--- src/rtl/rf_ctrl_pkg.sv ---
// rf_ctrl_pkg: shared types and encodings for the register-file control sequencer.
// Holds the state enum, opcode values, RF function codes, ALU codes and RF input mux codes.
package rf_ctrl_pkg;

  typedef enum logic [2:0] {
    ST_IDLE    = 3'd0,
    ST_FETCH_L = 3'd1,
    ST_FETCH_H = 3'd2,
    ST_EXEC0   = 3'd3,
    ST_EXEC1   = 3'd4,
    ST_HALT    = 3'd5
  } state_t;

  localparam logic [3:0] OP_NOP  = 4'h0;
  localparam logic [3:0] OP_INC  = 4'h1;
  localparam logic [3:0] OP_DEC  = 4'h2;
  localparam logic [3:0] OP_MOV  = 4'h3;
  localparam logic [3:0] OP_ADD  = 4'h4;
  localparam logic [3:0] OP_AND  = 4'h5;
  localparam logic [3:0] OP_CLR  = 4'h6;
  localparam logic [3:0] OP_LDI  = 4'h7;
  localparam logic [3:0] OP_INCC = 4'h8;
  localparam logic [3:0] OP_DECC = 4'h9;
  localparam logic [3:0] OP_HLT  = 4'hF;

  localparam logic [2:0] FS_DEC   = 3'b000;
  localparam logic [2:0] FS_INC   = 3'b001;
  localparam logic [2:0] FS_LOAD  = 3'b010;
  localparam logic [2:0] FS_CLEAR = 3'b011;

  localparam logic [4:0] ALU_PASS_A = 5'd1;
  localparam logic [4:0] ALU_ADD    = 5'd2;
  localparam logic [4:0] ALU_AND    = 5'd3;

  localparam logic [1:0] MUX_ALU = 2'd0;
  localparam logic [1:0] MUX_IMM = 2'd1;

  // Opcodes 0..9 and F are defined; A..E are reserved and flagged as illegal.
  function automatic logic is_legal_op(input logic [3:0] op);
    return (op <= OP_DECC) || (op == OP_HLT);
  endfunction

endpackage

--- src/rtl/rf_sel_decode.sv ---
// rf_sel_decode: destination index (0..3 = R1..R4, 4..7 = S1..S4) to active-low
// register/scratch enables. With en low both enable groups stay all-ones.
module rf_sel_decode (
  input  logic [2:0] idx,
  input  logic       en,
  output logic [3:0] reg_sel,
  output logic [3:0] scr_sel
);

  // One-cold enable: bit3 is the first register of each group.
  always_comb begin
    reg_sel = 4'hF;
    scr_sel = 4'hF;
    if (en) begin
      if (!idx[2]) reg_sel[2'd3 - idx[1:0]] = 1'b0;
      else         scr_sel[2'd3 - idx[1:0]] = 1'b0;
    end
  end

endmodule

--- src/rtl/rf_control_sequencer.sv ---
// rf_control_sequencer: fetches 16-bit instructions as two bytes, then drives the
// register file and ALU controls for one or two execute cycles.
// Optional macro SEQ_STEP_EN adds a Step input that gates every entry into FETCH_L.
//
// state    | meaning
// ---------+----------------------------------------------
// IDLE     | waiting for Run (and Step when enabled)
// FETCH_L  | read low byte at PC into IR[7:0], PC+1
// FETCH_H  | read high byte at PC into IR[15:8], PC+1
// EXEC0    | first execute cycle, only cycle for most ops
// EXEC1    | second cycle of INCC/DECC (INC/DEC on Rd)
// HALT     | absorbing; left only through Reset
module rf_control_sequencer
  import rf_ctrl_pkg::*;
#(
  parameter logic [15:0] FETCH_BASE = 16'h0000,
  parameter int          ALU_FS_W   = 5
) (
  input  logic                Clock,
  input  logic                Reset,
  input  logic                Run,
`ifdef SEQ_STEP_EN
  input  logic                Step,
`endif
  input  logic [7:0]          MemOut,
  output logic [15:0]         Mem_Addr,
  output logic                Mem_Rd,
  output logic [2:0]          RF_FunSel,
  output logic [3:0]          RF_RegSel,
  output logic [3:0]          RF_ScrSel,
  output logic [2:0]          RF_OutASel,
  output logic [2:0]          RF_OutBSel,
  output logic [ALU_FS_W-1:0] ALU_FunSel,
  output logic [1:0]          MuxASel,
  output logic                Halted,
  output logic                IllegalOp
);

  state_t      state, state_nxt;
  logic [15:0] pc;
  logic [15:0] ir;
  logic        illegal;
  logic        wr_en;
  logic        go;

  logic [3:0]  op;
  logic [2:0]  rd, rs1, rs2;
  logic        unused_ir;

  assign op  = ir[15:12];
  assign rd  = ir[11:9];
  assign rs1 = ir[8:6];
  assign rs2 = ir[5:3];
  // The immediate itself reaches the register file through its own mux.
  assign unused_ir = ^ir[2:0];

`ifdef SEQ_STEP_EN
  assign go = Run & Step;
`else
  assign go = Run;
`endif

  // State register.
  always_ff @(posedge Clock or negedge Reset) begin
    if (!Reset) state <= ST_IDLE;
    else        state <= state_nxt;
  end

  // PC, instruction register and sticky illegal-opcode flag.
  always_ff @(posedge Clock or negedge Reset) begin
    if (!Reset) begin
      pc      <= FETCH_BASE;
      ir      <= 16'h0000;
      illegal <= 1'b0;
    end else begin
      case (state)
        ST_FETCH_L: begin
          ir[7:0] <= MemOut;
          pc      <= pc + 16'd1;
        end
        ST_FETCH_H: begin
          ir[15:8] <= MemOut;
          pc       <= pc + 16'd1;
        end
        ST_EXEC0: if (!is_legal_op(op)) illegal <= 1'b1;
        default: ;
      endcase
    end
  end

  // Next-state and control outputs; everything idles at the no-write value.
  always_comb begin
    state_nxt  = state;
    Mem_Rd     = 1'b0;
    RF_FunSel  = 3'b000;
    wr_en      = 1'b0;
    RF_OutASel = 3'd0;
    RF_OutBSel = 3'd0;
    ALU_FunSel = '0;
    MuxASel    = MUX_ALU;
    case (state)
      ST_IDLE: if (go) state_nxt = ST_FETCH_L;
      ST_FETCH_L: begin
        Mem_Rd    = 1'b1;
        state_nxt = ST_FETCH_H;
      end
      ST_FETCH_H: begin
        Mem_Rd    = 1'b1;
        state_nxt = ST_EXEC0;
      end
      ST_EXEC0: begin
        state_nxt = go ? ST_FETCH_L : ST_IDLE;
        case (op)
          OP_INC: begin
            RF_FunSel = FS_INC;
            wr_en     = 1'b1;
          end
          OP_DEC: begin
            RF_FunSel = FS_DEC;
            wr_en     = 1'b1;
          end
          OP_MOV, OP_INCC, OP_DECC: begin
            RF_OutASel = rs1;
            ALU_FunSel = ALU_FS_W'(ALU_PASS_A);
            RF_FunSel  = FS_LOAD;
            wr_en      = 1'b1;
            if (op != OP_MOV) state_nxt = ST_EXEC1;
          end
          OP_ADD, OP_AND: begin
            RF_OutASel = rs1;
            RF_OutBSel = rs2;
            ALU_FunSel = (op == OP_ADD) ? ALU_FS_W'(ALU_ADD) : ALU_FS_W'(ALU_AND);
            RF_FunSel  = FS_LOAD;
            wr_en      = 1'b1;
          end
          OP_CLR: begin
            RF_FunSel = FS_CLEAR;
            wr_en     = 1'b1;
          end
          OP_LDI: begin
            MuxASel   = MUX_IMM;
            RF_FunSel = FS_LOAD;
            wr_en     = 1'b1;
          end
          OP_HLT: state_nxt = ST_HALT;
          default: ;
        endcase
      end
      ST_EXEC1: begin
        RF_FunSel = (op == OP_DECC) ? FS_DEC : FS_INC;
        wr_en     = 1'b1;
        state_nxt = go ? ST_FETCH_L : ST_IDLE;
      end
      ST_HALT: state_nxt = ST_HALT;
      default: state_nxt = ST_IDLE;
    endcase
  end

  rf_sel_decode u_sel_decode (
    .idx     (rd),
    .en      (wr_en),
    .reg_sel (RF_RegSel),
    .scr_sel (RF_ScrSel)
  );

  assign Mem_Addr  = pc;
  assign Halted    = (state == ST_HALT);
  assign IllegalOp = illegal;

endmodule

--- config.mk ---
export PLATFORM = sky130hd
export DESIGN_NAME = rf_control_sequencer
export DESIGN_NICKNAME = d
export VERILOG_FILES = /design/src/rtl/rf_ctrl_pkg.sv /design/src/rtl/rf_sel_decode.sv /design/src/rtl/rf_control_sequencer.sv
export SDC_FILE = /design/constraint.sdc
export NUM_CORES = 1
export LEC_CHECK = 0
export BUFFER_PORTS_ARGS = -buffer_cell sky130_fd_sc_hd__buf_2
export CELL_PAD_IN_SITES_DETAIL_PLACEMENT = 1
export CELL_PAD_IN_SITES_GLOBAL_PLACEMENT = 2
export CORE_MARGIN = 10
export CORE_UTILIZATION = 31
export DETAILED_ROUTE_END_ITERATION = 8
export PLACE_DENSITY_LB_ADDON = 0.3
export REMOVE_ABC_BUFFERS = 1
export SLEW_MARGIN = 20
export SYNTH_ARGS = -nofsm -noshare
export SYNTH_HDL_FRONTEND = slang
export SYNTH_SLANG_ARGS = --single-unit
--- constraint.sdc ---
create_clock -name Clock -period 2 [get_ports Clock]
set_input_delay 0.2 -clock Clock [delete_from_list [all_inputs] [get_ports Clock]]
set_output_delay 0.2 -clock Clock [all_outputs]
set_load 0.01 [all_outputs]
==> summary.md, run 1 <==
| Metric | Value |
|---|---|
| Number of buffers created by CTS | 5 |
| Top_reg_cell synth | dfrtp_1 |
| RePlAce Congestion | 0.778 |
| Yosys Warn Count | 0 |
| Commonest non-fill, non-tap cell in the layout | buf_2 |
| Failing checks | hold timing |
| Clock Latency Late Sink | 0.28 ns |
| Max frequency | 514 MHz |
| Critical path launch point type | flip-flop |
| CP Max Fanout | 4 |
| Initial antenna violation count | 0 |
| Clock Path Buffers | 2 |
| ANT cells | 0 |
| FF+latch count, synth | 33 |
| Period utilization | 0.973 |
| Most frequent cells in the layout | 48 x buf_2, 30 x dfrtp_1, 14 x nand2_1 |
| RR Endpoint | Mem_Addr[8]$_DFFE_PN0P_ |
| Die W | 95.0 µm |
| Die Height | 95.0 µm |
| WP data required | 1.80 ns |
| Worst Hold Class | input port to asynchronous set/reset pin |
| Distinct cells, synth | 35 |
| Critical Path AT | 1.75 ns |
| CTS sink count | 33 |
| Core area | 5470 µm² |
| # H-tree levels | 2 |
| Iter 0 DRT Violations | 23 |
| Post-DR wirelength/cell | 15.9 µm |
| Max incr delay on CP | 0.54 ns |
| Share of flip-flops with an asynchronous set or reset | 1.00 |
| DP Area | 2060 µm² |
| # IOs | 54 |
| Final setup viols | 0 |
| First-pass GRT wire length | 7490 µm |
| Fin. max-slew vios | 0 |
| Min Tclk post-route | 1.95 ns |
| Post-Layout Inst Area | 2180 µm² |
| Die Area | 9020 µm² |
| Cell Area, Synth | 1740 µm² |
| Clock skew | 0.00502 ns |
| Detail Placement HPWL | 3580 µm |
| Hold_ws | -0.0191 ns |
| Port Buffers | 48 |
| Vias in the first global route | 1435 |
| Slew margin rel. | 0.491 |
| EDFF count, synth | 0 |
| Layout cell share with drive strength beyond 1 | 0.415 |
| Synth Area per Inst | 10.8 µm² |
| Via density | 4.71 |
| Cell breakdown of the critical path | or4_4, a31oi_4, nor2_2, nand3b_1, buf_2 |
| Pwr Density | 1470 nW/µm² |
| Worst-path clk slew | 0.07 ns |
| RSZ-0062 raised after global routing | yes |
| Via count | 1360 |
| FF-to-FF Start | state[1]$_DFFE_PN0P_ |
| Clk root buf | clkbuf_8 |
| Max-Cap Viols | 0 |
| # rows | 27 |
| Kind of end point of the critical path | primary output |
| CP Class | flip-flop to primary output |
| Post-Place Worst Slack | 0.186 ns |
| Nets | 228 |
| Synth top area cells | dfrtp_1 47%, mux2_2 8.4%, xnor2_1 5.0%, buf_4 3.4%, nand2_1 3.0% |
| Drt drc | 0 |
| Largest net degree at the start of global routing | 34 |
| Outcome | finished with violations |
| Leakage | 0.993 nW |
| Top cell type's share of synthesized area | 0.474 |
| DRT Wirelength | 4590 µm |
| Fin. Hold Viols | 29 |
| ANT nets after route | 0 |
| CP max stage cell | or4_4 |
| Reg-to-reg setup timing slack | 0.44 ns |
| Post-Synthesis Cells | 161 |
| Maximum vdd drop | 0.488 mV |
| Sequential fraction of the synthesis area | 0.474 |
| Initial Util | 0.318 |
| Register-to-Register Path Depth | 4 |
| Area Growth Syn to Fin | 25.3% |
| Area leader, netlist | dfrtp_1 |
| CTS Hold Bufs | 0 |
| CTS tree | yes |
| Final worst slack | 0.0542 ns |
| DRT Pass-1 Iters | 4 |
| Tightest Pin Transition | 0.763 ns |
| GRT overflow | 0 |
| All-Layer GR Usage | 0.105 |
-- cell usage after synthesis (2+ instances only) --
master and count:
a21oi_1 7, and2_1 7, and3_1 3, and3b_1 2, buf_4 8, clkbuf_1 3
dfrtp_1 33, mux2_2 13, nand2_1 14, nand2b_1 3, nand3_1 10, nand3b_1 4
nor2_1 6, nor2_2 2, nor2b_1 3, nor3_1 5, nor4_4 2, o21ai_0 3
o21bai_1 2, o22ai_1 2, xnor2_1 10, xor2_1 6
-- final cells by class --
cell class / instances / area, µm²
fill: 650 / 3290
sequential: 33 / 830
tap: 72 / 90.1
clock inverter: 2 / 10.0
multi-input combinational: 121 / 890
timing repair buffer: 55 / 293
clock buffer: 6 / 72.6
-- sequential cells by signal, indices dropped and copies added (netlist names) --
| name | flops |
|---|---|
| IllegalOp | 1 |
| Mem_Addr | 16 |
| ir | 13 |
| state | 3 |
-- cell families (layout without fill, tap and decap cells) --
group / Yosys count / in the layout / synth area share
other: 1 / 5 / 0.00215
xor gates and xnor gates: 17 / 17 / 0.0962
DFF: 33 / 33 / 0.474
adders and majority gates: 1 / 1 / 0.00718
buffers and inverters: 11 / 63 / 0.0409
and+or+nand+nor: 66 / 66 / 0.227
muxes: 14 / 14 / 0.0905
AOI/OAI and AO/OA: 18 / 18 / 0.0625
-- through the flow --
stage | power [W] | TNS [ns] | cells | util
after floorplan | 0.00215 | 0 | 154 | -
after global placement | 0.00261 | 0 | 280 | 0.377
after detailed placement | 0.00269 | 0 | 280 | 0.377
after CTS | 0.00323 | 0 | 289 | 0.396
after global routing | 0.00347 | -0.0209 | 289 | 0.399
final | 0.00321 | 0 | 289 | 0.399
-- worst max-delay path, delay by kind of cell (launching register included) --
kind	cells	cell delay, ns
simple gates	3	0.71
flops	1	0.40
compound gates	1	0.21
buf+inv	1	0.14
-- where the power goes --
group,internal (W),switching (W)
Clock,0.000241,0.000238
Combinational,0.000732,0.000810
Sequential,0.000924,0.000262
Total,0.00190,0.00131
-- routing by layer --
layer,part of all wire,wire [µm],global-route usage,vias up
li1,-,-,-,656
met1,0.42,1930,0.122,661
met2,0.50,2300,0.172,33
met3,0.063,291,0.0404,10
met4,0.017,76,0.0411,0
met5,0,0,0,-
-- worst max-delay path by stage --
stage | startpoint | end | slack [ns]
detailed placement | ir[12]$_DFFE_PN0P_ | RF_ScrSel[0] | 0.19
finish | ir[12]$_DFFE_PN0P_ | RF_RegSel[2] | 0.05
floorplan | state[2]$_DFFE_PN0P_ | RF_OutBSel[0] | 0.37
global route | ir[12]$_DFFE_PN0P_ | RF_ScrSel[0] | -0.01
global placement | ir[12]$_DFFE_PN0P_ | RF_RegSel[0] | 0.25
CTS | ir[12]$_DFFE_PN0P_ | RF_RegSel[2] | 0.002
-- timing repair --
action	4_1_cts	5_1_grt
gates resized for setup	4	6
cloned	0	0
setup endpoints to repair	11	15
setup buffers	1	0
pin swaps	1	1
No activity file was read; power rests on OpenSTA's default activity.
==> inputs of run 2 (changes only) <==
--- a/config.mk
+++ b/config.mk
@@ -6,10 +6,8 @@
 export NUM_CORES = 1
 export LEC_CHECK = 0
 export BUFFER_PORTS_ARGS = -buffer_cell sky130_fd_sc_hd__buf_2
-export CELL_PAD_IN_SITES_DETAIL_PLACEMENT = 1
-export CELL_PAD_IN_SITES_GLOBAL_PLACEMENT = 2
 export CORE_MARGIN = 10
-export CORE_UTILIZATION = 31
+export CORE_UTILIZATION = 50
 export DETAILED_ROUTE_END_ITERATION = 8
 export PLACE_DENSITY_LB_ADDON = 0.3
 export REMOVE_ABC_BUFFERS = 1
==> summary.md, run 2 (synthesis gave the netlist of run 1 again) <==
| Metric | Value |
|---|---|
| RePlAce Congestion | 0.838 |
| Area Growth Syn to Fin | 25.2% |
| CTS sink count | 33 |
| Core area | 3360 µm² |
| Via density | 5.13 |
| CTS tree | yes |
| Vias in the first global route | 1430 |
| Outcome | finished, final reports clean |
| Die Area | 6250 µm² |
| Met2 Usage GRT | 0.224 |
| Leakage | 1.00 nW |
| Post-Place Worst Slack | 0.218 ns |
| Max frequency | 501 MHz |
| Initial Util | 0.518 |
| GR Layer Usage met3 | 0.0529 |
| Final worst slack | 0.00437 ns |
| Clk root buf | clkbuf_4 |
| DRT Wirelength | 3920 µm |
| Min Tclk post-route | 2.00 ns |
| Worst Hold Class | input port to flip-flop |
| Final setup viols | 0 |
| Slew margin rel. | 0.518 |
| Fin. max-slew vios | 0 |
| Largest register FFs | 16 |
| Nets | 229 |
| Post-DR wirelength/cell | 14.9 µm |
| Largest net degree at the start of global routing | 34 |
| Fin. Hold Viols | 0 |
| Number of buffers created by CTS | 5 |
| Port Buffers | 48 |
| Placed Cells | 253 |
| Tightest Pin Transition | 0.722 ns |
| Count of non-filler cells in the finished layout | 264 |
| Commonest non-fill, non-tap cell in the layout | buf_2 |
| Iter 0 DRT Violations | 50 |
| Layout cell share with drive strength beyond 1 | 0.431 |
| Critical Path AT | 1.80 ns |
| Critical path launch point type | flip-flop |
| Reg-to-reg setup timing slack | 0.32 ns |
| Via count | 1354 |
| Clock Latency Late Sink | 0.34 ns |
| Period utilization | 0.998 |
| GRT overflow | 0 |
| CP Class | flip-flop to primary output |
| Most frequent cells in the layout | 47 x buf_2, 30 x dfrtp_1, 14 x nand2_1 |
| Clock Path Buffers | 2 |
| # IOs | 54 |
| Max-Cap Viols | 0 |
| Die Height | 79.0 µm |
| Detail Placement HPWL | 2990 µm |
| # H-tree levels | 2 |
| DRT Pass-1 Iters | 4 |
| Initial antenna violation count | 0 |
| Die W | 79.0 µm |
| ANT nets after route | 0 |
| Worst-path clk slew | 0.11 ns |
| WP data required | 1.80 ns |
| Drt drc | 0 |
| First-pass GRT wire length | 6710 µm |
| Kind of end point of the critical path | primary output |
| Clock skew | 0.0105 ns |
| Pwr Density | 1480 nW/µm² |
| # rows | 21 |
| Met1 Resource Use GR | 0.144 |
| ANT cells | 0 |
| Maximum vdd drop | 0.812 mV |
| All-Layer GR Usage | 0.133 |
| RSZ-0062 raised after global routing | yes |
| CP Max Fanout | 4 |
| GRT busiest layer | met2 |
## run 2: worst paths after layout
check / from / endpoint / depth (start not counted)
max: ir[14]$_DFFE_PN0P_ / RF_RegSel[1] / 5
min: MemOut[1] / ir[9]$_DFFE_PN0P_ / 2
max reg2reg: state[2]$_DFFE_PN0P_ / ir[12]$_DFFE_PN0P_ / 4
min reg2reg: IllegalOp$_DFFE_PN0P_ / IllegalOp$_DFFE_PN0P_ / 1
max in group asynchronous: Reset / state[0]$_DFFE_PN0P_ / 2
min in group asynchronous: Reset / ir[10]$_DFFE_PN0P_ / 2
## run 2: layout make-up
cell class / instances / area, µm²
flip-flops and latches: 33 / 830
clock inverters: 3 / 46.3
fillers: 295 / 1180
multi-input cells: 121 / 902
repair buffers: 56 / 309
clock buffers: 5 / 37.5
well taps: 46 / 57.6
## run 2: where the power goes
group | leakage [nW] | internal, W | switching (W)
logic | 0.554 | 0.000754 | 0.000815
registers | 0.407 | 0.000921 | 0.000241
clock network | 0.0414 | 0.000264 | 0.000235
## run 2: critical path, cell delays in order, from the launching register on
cell and delay [ns]:
dfrtp_1 0.39, or4_4 0.54, a31oi_4 0.21, nor2b_2 0.08, nand2_1 0.11, buf_6 0.11
## run 2: per-stage QoR
stage                     power, W   util  instance area [µm²]  TNS [ns]  hold WS [ns]
after global routing       0.00351  0.649                 2180    -0.526        0.0549
after detailed placement   0.00262  0.601                 2020         0         0.302
after floorplan            0.00215      -                 1690         0       -0.0956
after CTS                  0.00321  0.641                 2160   -0.0126        0.0749
final                      0.00323  0.649                 2180         0        0.0866
after global placement     0.00256  0.601                 2020         0         0.289
## run 2: what timing repair did
action	4_1_cts	5_1_grt
hold buffers	1	0
endpoints found under the hold margin	33	0
resized for setup	9	6
pin swaps	3	2
setup buffers	1	1
setup endpoints to repair	11	14
gates cloned	0	0
## run 2: metal layers
metal,share of wire,routed length (µm)
met2,0.51,1990
met3,0.063,247
met1,0.41,1620
met4,0.017,68
met5,0,0
